$ cat src/rtl/rand_arbiter_if.sv
// Handshake bundle between game-logic requesters (master) and rand_arbiter (slave).
interface rand_arbiter_if #(
   parameter int N = 3
);
   logic [7:0]     rand_in;
   logic [N-1:0]   req_i;
   logic [8*N-1:0] limit_i;
   logic [N-1:0]   ack_o;
   logic [7:0]     val_o;
   logic           busy_o;

   modport master (output rand_in, req_i, limit_i, input ack_o, val_o, busy_o);
   modport slave  (input rand_in, req_i, limit_i, output ack_o, val_o, busy_o);
endinterface

$ cat src/rtl/rand_arbiter.sv
// Round-robin share of the LFSR stream; each grant gets a value in [0, limit-1] by masked rejection.
// Optional RAND_ARB_FALLBACK_EN bounds latency by folding m - limit after MAX_TRIES rejects.
module rand_arbiter #(
   parameter int N         = 3,
   parameter int MAX_TRIES = 4
) (
   input  logic         clk,
   input  logic         rst_n,
   rand_arbiter_if.slave bus
);
   localparam int IW = (N > 1) ? $clog2(N) : 1;
   localparam logic [3:0] TRY_LIM = 4'(MAX_TRIES);

   typedef enum logic [1:0] {IDLE, SAMPLE, DONE} state_t;

   state_t         state;
   logic [IW-1:0]  last, winner, pick;
   logic [IW:0]    sum;
   logic           found;
   logic [7:0]     lim, mask, lim_k, mask_k, v1, v2, v3, m;
   logic           accept;
   logic [3:0]     tries;
   logic [N-1:0]   ack;
   logic [7:0]     val;
   logic           busy;

   assign bus.ack_o  = ack;
   assign bus.val_o  = val;
   assign bus.busy_o = busy;

   // Search starts just past the last winner, so the previous winner ends up lowest priority.
   always_comb begin
      pick  = last;
      found = 1'b0;
      sum   = '0;
      for (int i = N; i >= 1; i--) begin
         sum = {1'b0, last} + (IW+1)'(i);
         if (sum >= (IW+1)'(N)) sum = sum - (IW+1)'(N);
         if (bus.req_i[sum[IW-1:0]]) begin
            pick  = sum[IW-1:0];
            found = 1'b1;
         end
      end
   end

   always_comb begin
      lim_k = '0;
      for (int k = 0; k < N; k++)
         if (pick == IW'(k)) lim_k = bus.limit_i[8*k +: 8];
   end

   // Smearing limit-1 right gives 2^ceil(log2(limit))-1; limit 0 wraps to 0xFF, limit 1 to 0x00.
   always_comb begin
      v1     = lim_k - 8'd1;
      v2     = v1 | (v1 >> 1);
      v3     = v2 | (v2 >> 2);
      mask_k = v3 | (v3 >> 4);
   end

   assign m      = bus.rand_in & mask;
   assign accept = (lim == 8'd0) || (m < lim);

   always_ff @(posedge clk) begin
      if (!rst_n) begin
         state  <= IDLE;
         ack    <= '0;
         val    <= '0;
         busy   <= 1'b0;
         last   <= IW'(N-1);
         winner <= '0;
         lim    <= '0;
         mask   <= '0;
         tries  <= '0;
      end else begin
         ack <= '0;
         case (state)
            IDLE: begin
               if (found) begin
                  winner <= pick;
                  lim    <= lim_k;
                  mask   <= mask_k;
                  tries  <= '0;
                  busy   <= 1'b1;
                  state  <= SAMPLE;
               end
            end
            SAMPLE: begin
               if (accept) begin
                  val   <= m;
                  ack   <= {{(N-1){1'b0}}, 1'b1} << winner;
                  state <= DONE;
               end
`ifdef RAND_ARB_FALLBACK_EN
               // m < 2*limit because mask < 2*limit, so the fold stays in range.
               else if (tries == TRY_LIM) begin
                  val   <= m - lim;
                  ack   <= {{(N-1){1'b0}}, 1'b1} << winner;
                  state <= DONE;
               end
`endif
               else if (tries != TRY_LIM) begin
                  tries <= tries + 4'd1;
               end
            end
            DONE: begin
               last  <= winner;
               busy  <= 1'b0;
               state <= IDLE;
            end
            default: state <= IDLE;
         endcase
      end
   end
endmodule
$ cat src/flat_wrapper.sv
// flat-port wrapper written by rule: the top's interface ports become plain ports
module rand_arbiter_flat 
#(
   parameter int N         = 3,
   parameter int MAX_TRIES = 4
)
  (clk, rst_n, bus_rand_in, bus_req_i, bus_limit_i, bus_ack_o, bus_val_o, bus_busy_o);
  rand_arbiter_if #(.N(N)) bus_i ();
  input  logic clk;
  input  logic rst_n;
  input wire logic [$bits(bus_i.rand_in)-1:0] bus_rand_in;
  input wire logic [$bits(bus_i.req_i)-1:0] bus_req_i;
  input wire logic [$bits(bus_i.limit_i)-1:0] bus_limit_i;
  output wire logic [$bits(bus_i.ack_o)-1:0] bus_ack_o;
  output wire logic [$bits(bus_i.val_o)-1:0] bus_val_o;
  output wire logic [$bits(bus_i.busy_o)-1:0] bus_busy_o;
  assign bus_i.rand_in = bus_rand_in;
  assign bus_i.req_i = bus_req_i;
  assign bus_i.limit_i = bus_limit_i;
  assign bus_ack_o = bus_i.ack_o;
  assign bus_val_o = bus_i.val_o;
  assign bus_busy_o = bus_i.busy_o;
  rand_arbiter #(.N(N), .MAX_TRIES(MAX_TRIES)) u_core (.clk(clk), .rst_n(rst_n), .bus(bus_i));
endmodule
$ cat config.mk
export PLATFORM = sky130hd
export DESIGN_NAME = rand_arbiter_flat
export DESIGN_NICKNAME = d
export VERILOG_FILES = /design/src/rtl/rand_arbiter_if.sv /design/src/rtl/rand_arbiter.sv /design/src/flat_wrapper.sv
export SDC_FILE = /design/constraint.sdc
export NUM_CORES = 1
export LEC_CHECK = 0
export ABC_AREA = 1
export CAP_MARGIN = 10
export CORE_ASPECT_RATIO = 1.4
export CORE_MARGIN = 5
export CORE_UTILIZATION = 35
export CTS_CLUSTER_DIAMETER = 200
export DETAILED_ROUTE_END_ITERATION = 10
export RECOVER_POWER = 50
export SETUP_SLACK_MARGIN = 0.4
export SLEW_MARGIN = 30
export SYNTH_ARGS = -nofsm -noshare
export SYNTH_HDL_FRONTEND = slang
export SYNTH_SLANG_ARGS = --single-unit
$ cat constraint.sdc
create_clock -name clk -period 3.1 [get_ports clk]
set_input_delay 0.93 -clock clk [delete_from_list [all_inputs] [get_ports clk]]
set_output_delay 0.93 -clock clk [all_outputs]
set_load 0.01 [all_outputs]
==> Word-level counts from Yosys, hierarchy flattened <==
Cells that the tools add are included.
{ "op_classes": {"add_sub_neg": 7, "magnitude_cmp": 7, "n_eq_ne": 6, "n_shift": 1, "mux": 23, "bitwise_logic": 4, "n_reduce_logical": 10} }
{ "ops": {"columns": ["cell", "count"], "rows": [
  ["8-bit 2-to-1 mux", 3],
  ["2-bit 2-to-1 mux", 8],
  ["3-bit by 2-bit >= comparator with 1-bit output, second input constant", 3],
  ["2-bit by 3-bit less-than comparator with 1-bit output, second input constant", 3],
  ["8-bit bitwise AND", 1],
  ["8-bit zero test", 1],
  ["8-bit less-than comparator", 1],
  ["8-bit by 4-bit OR with 8-bit output", 1],
  ["8-bit by 6-bit OR with 8-bit output", 1],
  ["8-bit by 7-bit OR with 8-bit output", 1],
  ["2-bit AND reduction", 4],
  ["8-bit by 1-bit subtractor with 8-bit output, second input constant", 1],
  ["1-bit 2-to-1 mux", 7],
  ["2-bit by 2-bit adder with 3-bit output, second input constant", 2],
  ["1-bit binary-select mux with 2-bit select", 3],
  ["2-bit subtractor, second input constant", 3],
  ["2-bit by 1-bit == test with 1-bit output, second input constant", 2],
  ["2-bit == test, second input constant", 2],
  ["2-bit zero test", 2],
  ["2-bit by 1-bit != test with 1-bit output, second input constant", 2],
  ["2-bit one-hot mux with 2 select lines", 1],
  ["2-bit by 1-bit adder with 3-bit output, second input constant", 1],
  ["3-bit AND reduction", 1],
  ["1-bit by 2-bit << shifter with 3-bit output, first input constant", 1],
  ["3 further kinds", 3]
]} }
{ "word_totals": {"ff_bits": 34, "in_bits": 37, "out_inout_bits": 12, "elab_cells": 66} }

==> Logic depth before layout (Yosys ltp) <==
{ "depth": {"ltp_word": 16, "depth_mapped": 26, "depth_no_buf": 25} }

==> Least setup slack after synthesis <==
Ideal clock, no wire load.
{ "synth_timing": {"path_type": "input to register", "from": "input bus_req_i[0]", "to": "register u_core.mask[3]", "setup_ns": 0.113, "t_arrival_ns": 2.982, "required_ns": 2.987, "setup_slack_ns": 0.005, "cell_stages": 22, "path_buffers": 1, "cell_sequence": "inv_1 -> nand2_1 -> nand3_1 -> inv_1 -> nor2_1 -> nand2_2 -> nand2_4 -> nand2_4 -> buf_6 -> nand2_1 -> nor2_1 -> nor2_1 -> ha_1 -> nand4_1 -> nor2_2 -> nand2_1 -> nand2_1 -> nand2_2 -> nor2_1 -> nand3_1 -> o21ai_1 -> inv_1"} }
{ "synth_via": {"elab_chain_cells": 13, "elab_cells_between_ends": 23, "classes_between": "add/sub: 1; eq/ne: 2; mux: 15; bitwise: 3; reduce/logical: 2"} }
{ "synth_lines": {"columns": ["item", "line", "rtl"], "rows": [
  ["start, declared", "flat_wrapper.sv:12", "input wire logic [$bits(bus_i.req_i)-1:0] bus_req_i;"],
  ["1-bit binary-select mux with 2-bit select", "rand_arbiter.sv:39", "if (bus.req_i[sum[IW-1:0]]) begin"],
  ["1-bit 2-to-1 mux (not written as such)", "rand_arbiter.sv:39", null],
  ["2-bit 2-to-1 mux (3 in series)", "rand_arbiter.sv:39", null],
  ["2-bit zero test", "rand_arbiter.sv:49", "if (pick == IW'(k)) lim_k = bus.limit_i[8*k +: 8];"],
  ["8-bit 2-to-1 mux (3 in series)", "rand_arbiter.sv:49", null],
  ["8-bit by 1-bit subtractor with 8-bit output", "rand_arbiter.sv:54", "v1 = lim_k - 8'd1;"],
  ["8-bit by 7-bit OR with 8-bit output", "rand_arbiter.sv:55", "v2 = v1 | (v1 >> 1);"],
  ["8-bit by 6-bit OR with 8-bit output", "rand_arbiter.sv:56", "v3 = v2 | (v2 >> 2);"],
  ["8-bit by 4-bit OR with 8-bit output", "rand_arbiter.sv:57", "mask_k = v3 | (v3 >> 4);"],
  ["end signal, assigned", "rand_arbiter.sv:81", "mask <= mask_k;"],
  ["end, declared", "rand_arbiter.sv:20", "logic [7:0] lim, mask, lim_k, mask_k, v1, v2, v3, m;"]
]} }
Several ways; a longest one is shown, not always the timed one. The select of a mux whose other input is x is not followed.
A chain may end at the register's enable or synchronous reset.

==> Final worst setup path <==
Ends and elaborated chain as after synthesis.

==> flow_results.org <==
** Setup path
- The largest single stage delay on the critical path is between 0.15 and 0.2 ns.
- Traced cell by cell, the critical path runs through buf_6 -> buf_6 -> inv_12 -> nand2_1 -> nand3_2 -> inv_2 -> nor2_2 -> nand2_2 -> nand2_4 -> nand2_8 -> nor2_4 -> nand2_2 -> nand2_2 -> nor2_4 -> ha_2 -> nand4_1 -> nor2_2 -> buf_4 -> nor2_1 -> o21ai_2 -> nor2_4 -> nand3_1 -> o21ai_1 -> inv_1.
- Critical Path Slowest Stage Cell :: sky130_fd_sc_hd__ha_2
- STA classifies the critical path startpoint as a primary input.
- Worst-case register-to-register setup slack :: 0.21 ns
- At the worst endpoint, the required time is roughly 3.3 ns.
- Endpoint class of the critical path :: flop
- In this run the worst path has a maximum fanout of 8.
- The critical path is of the primary input to flop type.
- STA puts the critical path data arrival time at 3.13 ns.

** Run status
- Result of the run :: finished, final reports clean

** Timing
- In the finished design, the share of the clock period the worst path needs comes to 0.952.
- Number of max-slew violations in the final report :: 0
- The clock period could shrink to ~3.0 ns.
- Headroom to the max-slew limit came out at 0.340.
- Number of endpoints failing setup at the final stage :: 0
- Worst clock skew :: about 0.0099 ns
- The final number of hold-violating endpoints is 0.
- Hold timing on the final database bottoms out at a slack of about 0.47 ns.
- Worst slew pin tran :: around 1 ns
- Static timing analysis puts the maximum clock frequency at 0.339 GHz.
- Summed over all failing endpoints, the final setup total negative slack is 0 ns.
- Setup repair after global routing could not meet its margin everywhere.

** Clock network
- Hold buffer count at CTS :: 0
- Root cell of the clock tree :: sky130_fd_sc_hd__clkbuf_8
- # clock sinks :: 34
- TritonCTS clock tree :: done
- CTS clock-pin slew for the worst setup and hold paths :: 0.07 ns
- In this run, CTS created clock tree buffers numbering 5.
- Clock tree buffer depth :: 2
- # H-tree levels :: 2
- The clock reaches the later pin of the worst-skew pair after ~0.28 ns.

** Synth
- The number of different library cells used by synthesis comes to 34.
- Synth Flop Type :: sky130_fd_sc_hd__dfxtp_1
- Cells after Synth :: 329
- Number of nets in the synthesized netlist :: around 380
- Fraction of the yosys area taken by sequential cells :: 0.308
- Synthesized area :: 2210 um^2
- sky130_fd_sc_hd__nand2_1 is the most common cell in the netlist.
- Each instance of the synthesized netlist takes up on average just under 7 um^2.
- Share of flip-flops with an asynchronous set or reset :: 0
- After synthesis, the cell types taking the most area are sky130_fd_sc_hd__dfxtp_1 (31%), sky130_fd_sc_hd__nand2_1 (9.5%), sky130_fd_sc_hd__inv_1 (8.3%), sky130_fd_sc_hd__ha_1 (6.8%), sky130_fd_sc_hd__nand3_1 (6.8%).
- Synthesis-stage register bit count :: 34
- Syn. warnings :: 0
- Of the post-synthesis cell area, the dominant cell type holds 0.308.
- Counting instances in the post-synthesis netlist gives the leading cell types as sky130_fd_sc_hd__nand2_1 (56), sky130_fd_sc_hd__inv_1 (49), sky130_fd_sc_hd__nor2_1 (35), sky130_fd_sc_hd__dfxtp_1 (34), sky130_fd_sc_hd__nand3_1 (30).
- Of all cell types, the one taking the most synthesized area is sky130_fd_sc_hd__dfxtp_1.
- Count of flip-flops with a built-in enable after synthesis :: 0

** Detailed routing
- Sum of routed wire length over all layers :: approximately 6500 um
- After detailed routing, the number of vias per cell comes to about 4.8.
- First DRT Iteration DRCs :: 90
- # DRC :: 0
- Post-route antenna net violation count :: 0
- Pre-antenna DRT Iters :: 4
- Dividing the detail-routed wire length by the instance count gives about 13 um.
- Routed via count :: between 2000 and 2500

** Layout
- After filler insertion, the fill cell instance count of the layout stands at ~600.
- Final design utilization :: 0.573
- In the final layout, flip-flops and latches occupy between 600 and 700 um^2.
- The multi-input combinational cells in the finished layout cover a total of around 1400 um^2.
- The number of antenna diodes in the final layout is 0.
- Relative to the synthesized area, the layout overhead comes to 59.6%.
- Proportion of layout cells with a drive suffix above 1 :: 0.326
- For this run, the post-layout net count is between 400 and 500.

** Floorplan
- Total Die Area :: about 8000 um^2
- In this run the core area contains 34 standard-cell rows.
- Top-Level Pins :: 49
- From left edge to right edge, the die measures approximately 77 um.
- Die Ht :: around 100 um
- After floorplanning, the core was sized to cover about 6200 um^2.
- For this configuration, the core starts out at a cell density of 0.359.

** Pwr
- Dividing total power by cell area gives a power density of 1230 nW/um^2.
- Overall power consumption after layout is estimated at 4330 uW.
- Worst vdd ir :: 519 uV
- Summed over all cells, the static leakage comes to 0.00176 uW.

** Placed design
- Buffers placed on the I/O ports in this run total 48.
- Summed over all nets, the half-perimeter wirelength after detailed placement is approximately 5000 um.
- The congestion estimate from routability-driven global placement came to ~0.84.

** Global routing
- Vias in the first global route :: 2409
- Largest net degree at the start of global routing :: 30
- Summed over all layers, the global routing overflow is 0.
- Overall fraction of global-route tracks in use :: 0.155
- Antenna violations before repair :: 0
- Global-route wire length before repair :: approximately 10000 um

** Hold path
- The tightest min-delay check is of the flop to flop type.

** Run
- Max-cap viol count :: 0
==> stage by stage <==
step                      area (um^2)  worst slack [ns]  cells
after global placement           3130            -0.485    485
after CTS                        3370             0.186    503
final                            3530             0.148    514
after detailed placement         3130            -0.501    485
after floorplan                  2250             0.163    329
after global routing             3530          0.000898    514
==> flip-flops by register name, summed over array words and instances, names as in the netlist <==
register / count
u_core.bus.val_o: 8
u_core.state: 2
u_core.bus.busy_o: 1
u_core.mask: 8
u_core.winner: 2
u_core.bus.ack_o: 3
u_core.last: 2
u_core.lim: 8
==> logic make-up after synthesis <==
family	after synthesis	synth area share
simple gates	160	0.355
buf+inv	63	0.117
compound gates	59	0.149
flops	34	0.308
fa+ha+maj	12	0.0678
xor+xnor	1	0.00396
==> layer usage <==
layer / up-vias / global-route usage / part of all wire
met5: - / 0 / 0
met2: 22 / 0.298 / 0.56
li1: 1300 / - / -
met4: 0 / 0.0442 / 0.013
met1: 1145 / 0.166 / 0.41
met3: 10 / 0.0295 / 0.017
==> placed cells by master, fill, tap and decap left out, drive strengths merged <==
cell type      instances
nand2                 68
a21boi                 1
inv                   52
dlymetal6s2s           3
o21ai                 26
clkdlybuf4s50         29
dfxtp                 34
ha                    12
a31oi                  1
nor3                   2
clkinv                 3
nor4                   2
xor2                   1
a21oi                 24
nand3b                 2
nor2                  41
nor3b                  1
clkinvlp               1
clkbuf                11
o211ai                 7
nand3                 33
buf                   64
dlygate4sd3           13
nand4                 11
==> final timing paths <==
path | end | depth (start not counted) | from
min | u_core.bus.ack_o[0]$_SDFF_PP0_ | 1 | u_core.winner[0]$_SDFFE_PN0P_
min reg2reg | u_core.bus.ack_o[0]$_SDFF_PP0_ | 1 | u_core.winner[0]$_SDFFE_PN0P_
max | u_core.mask[3]$_SDFFE_PN0P_ | 24 | bus_req_i[0]
max reg2reg | u_core.mask[3]$_SDFFE_PN0P_ | 23 | u_core.last[0]$_SDFFE_PN0P_
==> timing repair <==
action | CTS | global route
pin swaps | 29 | 14
gates resized for setup | 39 | 35
setup endpoints to repair | 17 | 18
cloned | 0 | 1
buffers inserted | 10 | 10
==> report_power, final <==
group | internal [uW] | switching (uW) | total (uW) | leakage (uW)
clock network | 179 | 158 | 337 | 0.0000482
logic | 1570 | 1690 | 3260 | 0.00143
registers | 623 | 107 | 729 | 0.000282
total | 2370 | 1960 | 4330 | 0.00176
==> worst max-delay path: cells and delay by family <==
kind / cells / cell delay (ns)
fa+ha+maj: 1 / 0.19
buf+inv: 6 / 0.49
compound gates: 2 / 0.24
simple gates: 15 / 1.30
==> area by class of cell <==
type	count	share of cell area
Clock inverter	1	0.00142
Inverter	55	0.0648
Clock buffer	7	0.0244
Multi-Input combinational cell	232	0.406
Sequential cell	34	0.193
Timing Repair Buffer	113	0.284
Tap cell	72	0.0255
Power figures use the tool's default switching activity.
==> edit, RTL diff (same settings) <==
`N` is set to 3 in 3 places; all go to 2.
--- a/src/rtl/rand_arbiter_if.sv
+++ b/src/rtl/rand_arbiter_if.sv
@@ -2,3 +2,3 @@
 interface rand_arbiter_if #(
-   parameter int N = 3
+   parameter int N = 2
 );
--- a/src/rtl/rand_arbiter.sv
+++ b/src/rtl/rand_arbiter.sv
@@ -3,3 +3,3 @@
 module rand_arbiter #(
-   parameter int N         = 3,
+   parameter int N         = 2,
    parameter int MAX_TRIES = 4
--- a/src/flat_wrapper.sv
+++ b/src/flat_wrapper.sv
@@ -3,3 +3,3 @@
 #(
-   parameter int N         = 3,
+   parameter int N         = 2,
    parameter int MAX_TRIES = 4
Ports: changed (resized bus_ack_o, bus_limit_i and bus_req_i); port bits go from 49 to 39. No check against the original RTL was run, so the function may have changed too.
==> edit against the original RTL <==
- design area is 31% lower
- setup slack better by 0.43 ns
- critical endpoint unchanged
- core utilization fell by 10 points
- highest routed layer unchanged
- sequential cell count is 3 lower
- area after synthesis decreased by 17%
- wire length down 33%
Power is not compared: it rests on default switching activity, and its combinational part moved more than twofold at a synthesized area within 25%.
==> edit: results (changes against the original RTL) <==
stage	metric	value	unit	change
clock_network	post_cts_resized	2		-95%
grt	globalRouteTotalUtil	13.5	%	-1.9 points
logic_synthesis	synth_compound_area_share	11.7	%	-3.2 points
final_layout	drive_gt1_share	11.4	%	-21 points
grt	grt_pass1_vias	1723		-28%
critical_path	r2r_slack	1.11	ns	+0.90 ns
grt	use_met3	1.67	%	-1.3 points
routing	first_iter_violations	75		-17%
worst_hold_path	hold_path_startpoint	u_core.winner		
grt	grt_first_pass_wirelength	7360	um	-29%
logic_synthesis	synthXorXnorAreaFrac	0	%	-0.40 points
routing	wl_met1	1710	um	-35%
logic_synthesis	synthTopCellsByArea	dfxtp_1 34%, nand2_1 12%, inv_1 10%		
routing	wl	4310	um	-33%
logic_synthesis	ys_seq_area_share	33.6	%	+2.9 points
clock_network	cts_max_level	2		unchanged
critical_path	critPathMaxFanout	5		-3
routing	vias	1787		-28%
grt	grtUsageMet2	27.5	%	-2.3 points
placement	dp_hpwl	3550	um	-29%
routing	topRoutingLayerUsed	met4		
clock_network	cts_buffers	5		unchanged
placement	port-buffer-count	38		-21%
critical_path	slowest_delay	0.26	ns	+0.07 ns
routing	wl_met3	151	um	+35%
sta	clock-skew-final	0.00607	ns	-0.00378 ns
grt	grt_max_degree	23		-23%
critical_path	rr_startpoint	u_core.last		
critical_path	arrival	2.69	ns	-0.44 ns
placement	gp_congestion	0.831		-1.0%
routing	wl_met2	2360	um	-35%
grt	grt_use_met1	13.5	%	-3.1 points
logic_synthesis	synth_fa_ha_area_share	6.10	%	-0.68 points
sta	slew_headroom	54.7	%	+21 points
critical_path	reg2reg_depth	14		-39%
critical_path	cp_slowest_cell	clkdlybuf4s25_1		
outcome	outcome	complete, no violations		
sta	holdWs	0.433	ns	-0.0338 ns
logic_synthesis	synth_cell_types	23		-32%
final_layout	finalNetCount	361		-26%
final_layout	nFillCells	560		-7.0%
clock_network	post-cts-setup-buffers	1		-9
pwr	leakagePower	0.00125	uW	
## edit: changes by cell type after synthesis, sizes merged, moves of 3 or more
cell / before / now
ha: 12 / 9
o21ai: 26 / 11
a21oi: 24 / 20
nand4: 11 / 3
nor2: 41 / 26
nand3: 33 / 30
dfxtp: 34 / 31
nand2: 68 / 75
## edit: final cells by class
cell class / instances / share of cell area, %
clock buffers: 8 / 4.11
repair buffers: 44 / 17.4
inverters: 54 / 8.32
flip-flops and latches: 31 / 25.5
multi-input cells: 188 / 41.3
well taps: 66 / 3.39
## edit: per-stage QoR
stage / setup WS [ns] / std cells / total power, uW / instance area, um2
after global routing: 0.302 / 391 / 1380 / 2430
after detailed placement: 0.0806 / 380 / 948 / 2300
after CTS: 0.403 / 389 / 1290 / 2420
final: 0.580 / 391 / 1280 / 2430
after global placement: 0.138 / 380 / 943 / 2300
after floorplan: 0.764 / 280 / 796 / 1850
